==> src/rtl/syscall_unit.sv <==
// syscall_unit: decode-stage syscall service engine.
// Handles print-int, print-char, print-string (byte-wise reads from data
// memory) and exit. The pipeline is frozen via stall while a service runs.
// Every service ends in a one-cycle DONE state with stall low, so the
// pipeline moves past the syscall instruction before another can be accepted.
module syscall_unit #(
  parameter int MEM_LAT = 1,
  parameter int MAX_STR = 256
) (
  input  logic        clk,
  input  logic        reset,
  input  logic        syscall_d,
  input  logic [31:0] instr_d,
  input  logic [31:0] a0,
  input  logic [31:0] v0,
  output logic [31:0] mem_addr,
  output logic        mem_req,
  input  logic [31:0] mem_rdata,
  output logic [31:0] out_data,
  output logic        out_is_int,
  output logic        out_valid,
  input  logic        out_ready,
  output logic        stall,
  output logic        busy,
  output logic        halt
);

  // Wait counter only needs to reach MEM_LAT-1; the char counter must reach MAX_STR.
  localparam int WW = (MEM_LAT < 2) ? 1 : $clog2(MEM_LAT);
  localparam int CW = $clog2(MAX_STR + 1);

  typedef enum logic [2:0] {
    S_IDLE,
    S_INT,
    S_CHAR,
    S_STR_FETCH,
    S_STR_WAIT,
    S_STR_EMIT,
    S_DONE,
    S_HALTED
  } state_t;

  state_t          state_q, state_d;
  logic [31:0]     mem_addr_q, mem_addr_d;
  logic            mem_req_q, mem_req_d;
  logic [31:0]     out_data_q, out_data_d;
  logic            out_is_int_q, out_is_int_d;
  logic            out_valid_q, out_valid_d;
  logic            halt_q, halt_d;
  logic [31:0]     ptr_q, ptr_d;
  logic [CW-1:0]   cnt_q, cnt_d;
  logic [WW-1:0]   wait_q, wait_d;

  logic            accept;
  logic [7:0]      rbyte;
  logic [31:0]     ptr_inc;
  logic [CW-1:0]   cnt_inc;

  // Only the function/opcode fields identify SYSCALL; the rest of the word is don't-care.
  logic unused_instr;
  assign unused_instr = ^instr_d[25:6];

  assign accept  = (state_q == S_IDLE) && syscall_d &&
                   (instr_d[31:26] == 6'd0) && (instr_d[5:0] == 6'h0C);
  assign ptr_inc = ptr_q + 32'd1;
  assign cnt_inc = cnt_q + CW'(1);

  // Big-endian byte lane select from the returned word.
  always_comb begin
    rbyte = 8'h00;
    case (ptr_q[1:0])
      2'd0: rbyte = mem_rdata[31:24];
      2'd1: rbyte = mem_rdata[23:16];
      2'd2: rbyte = mem_rdata[15:8];
      default: rbyte = mem_rdata[7:0];
    endcase
  end

  // Next-state and next-output computation for the service FSM.
  always_comb begin
    state_d      = state_q;
    mem_addr_d   = mem_addr_q;
    mem_req_d    = 1'b0;
    out_data_d   = out_data_q;
    out_is_int_d = out_is_int_q;
    out_valid_d  = out_valid_q;
    halt_d       = halt_q;
    ptr_d        = ptr_q;
    cnt_d        = cnt_q;
    wait_d       = wait_q;
    unique case (state_q)
      S_IDLE: begin
        if (accept) begin
          if (v0 == 32'd1) begin
            state_d      = S_INT;
            out_data_d   = a0;
            out_is_int_d = 1'b1;
            out_valid_d  = 1'b1;
          end else if (v0 == 32'd11) begin
            state_d      = S_CHAR;
            out_data_d   = {24'h0, a0[7:0]};
            out_is_int_d = 1'b0;
            out_valid_d  = 1'b1;
          end else if (v0 == 32'd4) begin
            // mem_req is registered, so the request is raised on entry to FETCH.
            state_d    = S_STR_FETCH;
            ptr_d      = a0;
            cnt_d      = '0;
            mem_req_d  = 1'b1;
            mem_addr_d = {a0[31:2], 2'b00};
          end else if (v0 == 32'd10) begin
            state_d = S_HALTED;
            halt_d  = 1'b1;
          end else begin
            state_d = S_DONE;
          end
        end
      end
      S_INT, S_CHAR: begin
        if (out_ready) begin
          out_valid_d = 1'b0;
          state_d     = S_DONE;
        end
      end
      S_STR_FETCH: begin
        state_d = S_STR_WAIT;
        wait_d  = '0;
      end
      S_STR_WAIT: begin
        if (wait_q == WW'(MEM_LAT - 1)) begin
          if (rbyte == 8'h00) begin
            state_d = S_DONE;
          end else begin
            state_d      = S_STR_EMIT;
            out_data_d   = {24'h0, rbyte};
            out_is_int_d = 1'b0;
            out_valid_d  = 1'b1;
          end
        end else begin
          wait_d = wait_q + WW'(1);
        end
      end
      S_STR_EMIT: begin
        if (out_ready) begin
          out_valid_d = 1'b0;
          ptr_d       = ptr_inc;
          cnt_d       = cnt_inc;
          if (cnt_inc == CW'(MAX_STR)) begin
            state_d = S_DONE;
          end else begin
            // Each character is refetched; no word caching.
            state_d    = S_STR_FETCH;
            mem_req_d  = 1'b1;
            mem_addr_d = {ptr_inc[31:2], 2'b00};
          end
        end
      end
      S_DONE: begin
        state_d = S_IDLE;
      end
      S_HALTED: begin
        state_d = S_HALTED;
      end
      default: begin
        state_d = S_IDLE;
      end
    endcase
  end

  // State and registered outputs; reset aborts any service and drops pending output.
  always_ff @(posedge clk) begin
    if (reset) begin
      state_q      <= S_IDLE;
      mem_addr_q   <= 32'd0;
      mem_req_q    <= 1'b0;
      out_data_q   <= 32'd0;
      out_is_int_q <= 1'b0;
      out_valid_q  <= 1'b0;
      halt_q       <= 1'b0;
      ptr_q        <= 32'd0;
      cnt_q        <= '0;
      wait_q       <= '0;
    end else begin
      state_q      <= state_d;
      mem_addr_q   <= mem_addr_d;
      mem_req_q    <= mem_req_d;
      out_data_q   <= out_data_d;
      out_is_int_q <= out_is_int_d;
      out_valid_q  <= out_valid_d;
      halt_q       <= halt_d;
      ptr_q        <= ptr_d;
      cnt_q        <= cnt_d;
      wait_q       <= wait_d;
    end
  end

  // Stall covers the accept cycle itself and every state except IDLE and DONE.
  always_comb begin
    if (state_q == S_IDLE) stall = accept;
    else                   stall = (state_q != S_DONE);
  end

  assign busy       = (state_q != S_IDLE);
  assign mem_addr   = mem_addr_q;
  assign mem_req    = mem_req_q;
  assign out_data   = out_data_q;
  assign out_is_int = out_is_int_q;
  assign out_valid  = out_valid_q;
  assign halt       = halt_q;

endmodule

==> config.mk <==
export PLATFORM = sky130hd
export DESIGN_NAME = syscall_unit
export DESIGN_NICKNAME = d
export VERILOG_FILES = /design/src/rtl/syscall_unit.sv
export SDC_FILE = /design/constraint.sdc
export NUM_CORES = 1
export LEC_CHECK = 0
export BUFFER_PORTS_ARGS = -buffer_cell sky130_fd_sc_hd__buf_4
export CORE_MARGIN = 3
export CORE_UTILIZATION = 50
export CTS_BUF_LIST = sky130_fd_sc_hd__clkbuf_4 sky130_fd_sc_hd__clkbuf_8
export DETAILED_ROUTE_END_ITERATION = 10
export PLACE_DENSITY = 0.79
export SYNTH_ARGS = -nofsm -noshare
export SYNTH_HDL_FRONTEND = slang
export SYNTH_SLANG_ARGS = --single-unit
==> constraint.sdc <==
create_clock -name clk -period 4.25 [get_ports clk]
set_input_delay 0.2125 -clock clk [delete_from_list [all_inputs] [get_ports clk]]
set_output_delay 0.2125 -clock clk [all_outputs]
set_load 0.1 [all_outputs]
==> impl_metrics.csv, run 1 <==
group,metric,value,unit
cells_and_area,design_area,7560,sq um
critical_path,crit_type,"reg -> reg",
global_route,grt_max_degree,98,
sta,clock_skew,0.00967,ns
cells_and_area,synthToLayoutAreaGrowth,24.8,%
sta,worst_slack,1.06,ns
critical_path,startpoint_type,"register",
floorplan,die_h,116,um
critical_path,crit_cells,7,
sta,relSlewSlack,0.353,
placement,gp_congestion,0.847,
cells_and_area,antennaDiodeCount,0,
critical_path,slowest_delay,0.70,ns
route,drc_errors,0,
critical_path,arrival,3.51,ns
route,postRouteAntennaNets,0,
cts,root_buffer,"clkbuf_8",
yosys,seq_area_frac_synth,0.363,
critical_path,end_kind,"register",
power,p_leak,2.91,nW
sta,max_freq,313,MHz
placement,hpwl,12600,um
global_route,grt_overflow,0,
placement,place_area,7360,sq um
job,cap_violations,0,
cells_and_area,mostFrequentLayoutCell,"buf_4",
route,first_pass_iters,5,
cells_and_area,layout-drive-gt1-share,0.249,
cts,cts_post_setup_buffers_inserted,0,
yosys,avgSynthCellArea,8.08,sq um
sta,drv_slew,0,
cts,clk_latency,0.37,ns
critical_path,reg2reg_from,"ptr_q[1]$_SDFFE_PP0P_",
cts,cts_tree,"built",
critical_path,crit_path_max_fanout,25,
critical_path,cpMaxStageDelayCell,"a31oi_4",
yosys,syn_area,6060,sq um
route,via_count,6164,
sta,worstMarginPinSlew,0.971,ns
power,peakVddDrop,0.237,mV
global_route,grtUsageTotal,0.252,
floorplan,start_util,0.522,
yosys,yosys_warnings,0,
cts,cts_sinks,110,
sta,fin_crit_sh,0.751,
cells_and_area,fill_cells,1012,
yosys,synth_edf_count,0,
critical_path,rr_worst_depth,7,
placement,dp_slack,1.18,ns
yosys,synth-main-ff-cell,"dfxtp_1",
critical_path,crit_chain,"ha_1 > nor2b_1 > a21oi_1 > nor4_1 > nand3_1 > a31oi_4 > a22o_1",
global_route,antenna_found_initial,0,
sta,min_period,3.19,ns
critical_path,path_delay_family,"simple AND/OR/NAND/NOR gates",
yosys,synth.distinct_cells,62,
floorplan,rows,39,
yosys,syn_inst,750,
floorplan,fp.dieW,116,um
placement,portBuffers,179,
cts,htreeDepth,3,
sta,rsz0062_at_grt,"no",
yosys,synth_seq_cells,110,
route,wl,17300,um
sta,setup-violations-final,0,
cts,cts_resized,0,
route,drtIter0Drc,525,
global_route,grt_pass1_wl,27900,um
cts,cts_inserted_buffers,9,
cells_and_area,layout_common_cells,"187 x buf_4, 110 x dfxtp_1, 85 x nand2_1, 72 x a21oi_1, 66 x o21ai_0",
global_route,first_global_vias,5893,
critical_path,crit_end,"out_data[13]$_SDFFE_PP0P_",
cells_and_area,seq_area,2200,sq um
cts,cts_buffer_depth,2,
route,routedWlPerCell,16.7,um
cts,clk_pin_slew,0.10,ns
critical_path,crit_path_start,"ptr_q[1]$_SDFFE_PP0P_",
critical_path,crit_required,4.57,ns
cells_and_area,fin_nets,1026,
sta,fin_setup_tns,0,ns
route,vias_per_cell,5.96,
floorplan,io_pins,202,
sta,finalHoldViolCount,0,
yosys,synthArstFlopShare,0,
floorplan,dieArea,13500,sq um
critical_path,r2r-end,"out_data[13]$_SDFFE_PP0P_",
critical_path,rrSetupSlack,1.06,ns
cts,postCtsHoldBufs,0,
status,status,"completed",
cells_and_area,multi_input_area,3530,sq um
worst_hold_path,min_path_type,"in -> reg",
power,p_per_area,402,nW/um^2
critical_path,critPathBufInv,0,
floorplan,core,11600,sq um
## worst min path at each step
stage	startpoint	to	slack [ns]	depth (start not counted)
floorplan	a0[10]	out_data[10]$_SDFFE_PP0P_	0.34	1
finish	a0[18]	out_data[18]$_SDFFE_PP0P_	0.05	2
detailed placement	a0[18]	out_data[18]$_SDFFE_PP0P_	0.44	2
global route	a0[15]	out_data[15]$_SDFFE_PP0P_	0.04	2
CTS	a0[20]	out_data[20]$_SDFFE_PP0P_	0.04	2
global placement	a0[20]	out_data[20]$_SDFFE_PP0P_	0.44	2
## layout make-up
| class | count | share of cell area |
|---|---|---|
| inverters | 11 | 0.00546 |
| clock buffers | 10 | 0.0174 |
| multi-input cells | 569 | 0.467 |
| clock inverters | 5 | 0.00992 |
| well taps | 143 | 0.0237 |
| repair buffers | 187 | 0.186 |
| flip-flops and latches | 110 | 0.291 |
## logic make-up (layout without fill, tap and decap cells)
family          Yosys count  after routing  synth area share
xor+xnor                 31             31            0.0448
simple gates            295            295             0.271
other cells               1              2          0.000619
mux                       9              9            0.0149
buf+inv                  72            213            0.0582
flops                   110            110             0.363
compound gates          226            226             0.234
fa+ha+maj                 6              6            0.0124
## Yosys cell counts (4+ instances only)
cell | n | area share
mux2i_1 | 9 | 0.015
and2_1 | 5 | 0.0052
and3_1 | 4 | 0.0041
o21ai_0 | 66 | 0.055
nand3b_1 | 9 | 0.011
nor3b_1 | 11 | 0.014
buf_1 | 7 | 0.0043
xnor2_1 | 16 | 0.023
nand2b_1 | 12 | 0.012
or3_1 | 6 | 0.0062
nor2_1 | 48 | 0.030
nor4_1 | 18 | 0.019
dfxtp_1 | 110 | 0.36
nor4_4 | 4 | 0.014
buf_4 | 7 | 0.0087
xor2_1 | 15 | 0.022
nand4_1 | 16 | 0.017
nor2b_1 | 10 | 0.010
ha_1 | 6 | 0.012
a31oi_1 | 23 | 0.024
a211o_1 | 9 | 0.013
buf_6 | 6 | 0.011
buf_2 | 8 | 0.0066
nor3_1 | 10 | 0.0083
a21oi_1 | 72 | 0.059
a22o_1 | 24 | 0.035
a2111o_1 | 8 | 0.015
inv_1 | 10 | 0.0062
a22oi_1 | 9 | 0.011
nand2_1 | 85 | 0.053
nand3_1 | 35 | 0.029
and4_1 | 4 | 0.0058
clkbuf_1 | 32 | 0.020
## routing by layer
metal  vias to the layer above  routed length (um)  GRT usage
met2                       224                8470      0.432
met3                        27                1150     0.0480
met4                         0                 247     0.0619
li1                       2992                   -          -
met5                         -                   0          0
met1                      2921                7430      0.328
## stage by stage
stage | util | cells | hold slack, ns | total power, mW
finish | 0.651 | 1035 | 0.0491 | 3.04
global route | 0.651 | 1035 | 0.0392 | 3.18
CTS | 0.651 | 1035 | 0.0382 | 3.05
detailed placement | 0.634 | 1020 | 0.439 | 2.37
global placement | 0.634 | 1020 | 0.436 | 2.34
floorplan | - | 751 | 0.338 | 2.07
## registers in the layout, indices dropped and copies added, names as in the netlist
register,cells
out_is_int,1
halt,1
mem_req,1
out_valid,1
ptr_q,32
state_q,3
cnt_q,9
mem_addr,30
out_data,32
## where the power goes
part / switching (mW) / internal [mW] / leakage, nW
sequential: 0.0990 / 1.10 / 0.888
clock: 0.346 / 0.333 / 0.109
combinational: 0.837 / 0.326 / 1.91
(Power assumes the default switching activity.)
==> run 2: changes to the inputs <==
Settings changed: ABC_AREA from default to 1, PLACE_DENSITY 0.79 to 0.78.
Clock period 4.25 ns to 3.28 ns, I/O delays scaled along.
==> run 2 against run 1 <==
Synthesized area is 10% higher. Clock skew shrank 0.0027 ns. Critical path type unchanged. Maximum frequency up 27%.
==> impl_metrics.csv, run 2 <==
group,metric,value,unit
global_route,first_global_vias,6634,
global_route,antenna_found_initial,0,
cts,cts_buffer_depth,2,
floorplan,io_pins,202,
yosys,seq_area_frac_synth,0.329,
cts,clk_pin_slew,0.10,ns
sta,relSlewSlack,0.507,
sta,setup-violations-final,0,
yosys,synth-main-ff-cell,"dfxtp_1",
route,first_pass_iters,5,
sta,fin_crit_sh,0.768,
sta,fin_setup_tns,0,ns
yosys,avgSynthCellArea,6.22,sq um
cts,cts_resized,0,
cells_and_area,layout-drive-gt1-share,0.198,
floorplan,dieArea,14800,sq um
yosys,synth_seq_cells,110,
critical_path,arrival,2.83,ns
floorplan,rows,41,
yosys,yosysMostFrequentCell,"nand2_1",
yosys,synth_edf_count,0,
cells_and_area,fin_nets,1360,
critical_path,crit_path_max_fanout,34,
cts,htreeDepth,3,
global_route,grt_overflow,0,
cells_and_area,synthToLayoutAreaGrowth,23.5,%
global_route,grt_max_degree,57,
route,routedWlPerCell,14.6,um
critical_path,crit_type,"reg -> reg",
route,vias_per_cell,5.30,
yosys,synth.top_cell.area_share,0.329,
yosys,netlist_top_cells_count,"302 x nand2_1, 176 x nor2_1, 110 x dfxtp_1",
floorplan,core,12800,sq um
sta,rsz0062_at_grt,"no",
yosys,synthArstFlopShare,0,
worst_hold_path,min_path_type,"in -> reg",
cts,cts_sinks,110,
floorplan,start_util,0.522,
sta,finalHoldViolCount,0,
critical_path,crit_required,3.59,ns
yosys,syn_inst,1076,
sta,clock_skew,0.00701,ns
power,peakVddDrop,0.638,mV
cells_and_area,layout_common_cells,"302 x nand2_1, 193 x buf_4, 176 x nor2_1, 110 x dfxtp_1, 81 x a21oi_1",
cts,cts_inserted_buffers,9,
placement,dp_slack,0.790,ns
placement,portBuffers,179,
placement,gp_congestion,1.03,
sta,drv_slew,0,
route,drc_errors,0,
yosys,syn_area,6690,sq um
critical_path,end_kind,"register",
placement,hpwl,15400,um
cts,cts_post_setup_buffers_inserted,0,
global_route,grtUsageTotal,0.274,
sta,worstMarginPinSlew,0.738,ns
cells_and_area,final_cells,1397,
sta,max_freq,397,MHz
route,via_count,7411,
cts,cts_tree,"built",
power,p_per_area,881,nW/um^2
critical_path,startpoint_type,"register",
yosys,synth.area.top_cells,"dfxtp_1 33%, nand2_1 17%, nor2_1 9.9%",
global_route,grt_pass1_wl,32500,um
yosys,yosys_warnings,0,
sta,min_period,2.52,ns
cts,clk_latency,0.39,ns
worst_hold_path,holdPathStages,5,
cells_and_area,mostFrequentLayoutCell,"nand2_1",
placement,numPlacedInstances,1383,
cells_and_area,antennaDiodeCount,0,
route,wl,20400,um
sta,worst_slack,0.762,ns
job,cap_violations,0,
yosys,yosys.area.top_type,"dfxtp_1",
floorplan,fp.dieW,122,um
power,p_leak,3.54,nW
cts,root_buffer,"clkbuf_8",
floorplan,die_h,122,um
route,postRouteAntennaNets,0,
route,drtIter0Drc,592,
status,status,"completed",
cts,postCtsHoldBufs,0,
yosys,synth.distinct_cells,39,
critical_path,rr_worst_depth,10,
run 2: cell types whose count changed in the layout (fill, tap and decap cells not counted), moves of 10 or more:
cell      before  now
a31oi_1       23    2
nand2b_1      12    0
nor2_1        48  176
or2_2          1   13
inv_1         10   68
nand3_1       35   66
nor4_1        18    0
nand4_1       16   36
nor2b_1       10    0
nand2_1       85  302
o21ai_1        1   11
a22o_1        24    0
run 2: layout make-up:
type,instances,area [sq um]
clock buffers,11,145
multi-input cells,833,3900
repair buffers,193,1450
inverters,75,282
clock inverters,3,68.8
fillers,1243,4560
well taps,172,215
flip-flops and latches,110,2200
run 2: worst max-delay path, cell delays in order, from the launching register on:
cell and delay (ns):
dfxtp_1 0.50, ha_1 0.26, inv_2 0.14, or2_2 0.30
o21ai_1 0.09, nand2_1 0.08, nor2_2 0.20, nand3_4 0.23
nand3_4 0.36, nand2_1 0.09, a21oi_1 0.17
run 2: cells by family (layout without fill, tap and decap cells):
family,after synthesis,in the layout,share of synthesized area
AND/OR/NAND/NOR,645,645,0.422
AO/OA/AOI/OAI,162,162,0.125
buffers and inverters,134,282,0.0881
flip-flops,110,110,0.329
XOR/XNOR,18,18,0.0236
adder cells (fa/ha/maj),6,6,0.0112
other,1,2,0.000561
run 2: where the power goes:
group / switching (mW) / leakage [nW] / internal [mW]
sequential: 0.360 / 0.896 / 1.74
combinational: 3.18 / 2.54 / 1.08
clock: 0.468 / 0.109 / 0.455
run 2: routing by layer:
metal	vias up	routed length (um)	GRT usage	part of all wire
met4	0	515	0.0987	0.025
met2	315	9120	0.427	0.45
met5	-	0	0	0
met1	3296	8980	0.373	0.44
met3	34	1790	0.0608	0.088
li1	3766	-	-	-
run 2: worst paths after layout:
kind	from	slack, ns	end
worst max-delay path	ptr_q[0]$_SDFFE_PP0P_	0.76	out_data[24]$_SDFFE_PP0P_
worst max register to register	ptr_q[0]$_SDFFE_PP0P_	0.76	out_data[24]$_SDFFE_PP0P_
worst min-delay path	a0[1]	0.12	ptr_q[1]$_SDFFE_PP0P_
worst min register to register	out_data[22]$_SDFFE_PP0P_	0.47	out_data[22]$_SDFFE_PP0P_
run 2: through the flow:
step | utilization | instance area [sq um] | power, mW | hold WS [ns]
finish | 0.644 | 8260 | 7.28 | 0.118
global route | 0.644 | 8260 | 7.74 | 0.153
CTS | 0.644 | 8260 | 7.28 | 0.0978
detailed placement | 0.628 | 8050 | 6.36 | 0.455
global placement | 0.628 | 8050 | 6.32 | 0.449
floorplan | - | 6690 | 5.49 | 0.394
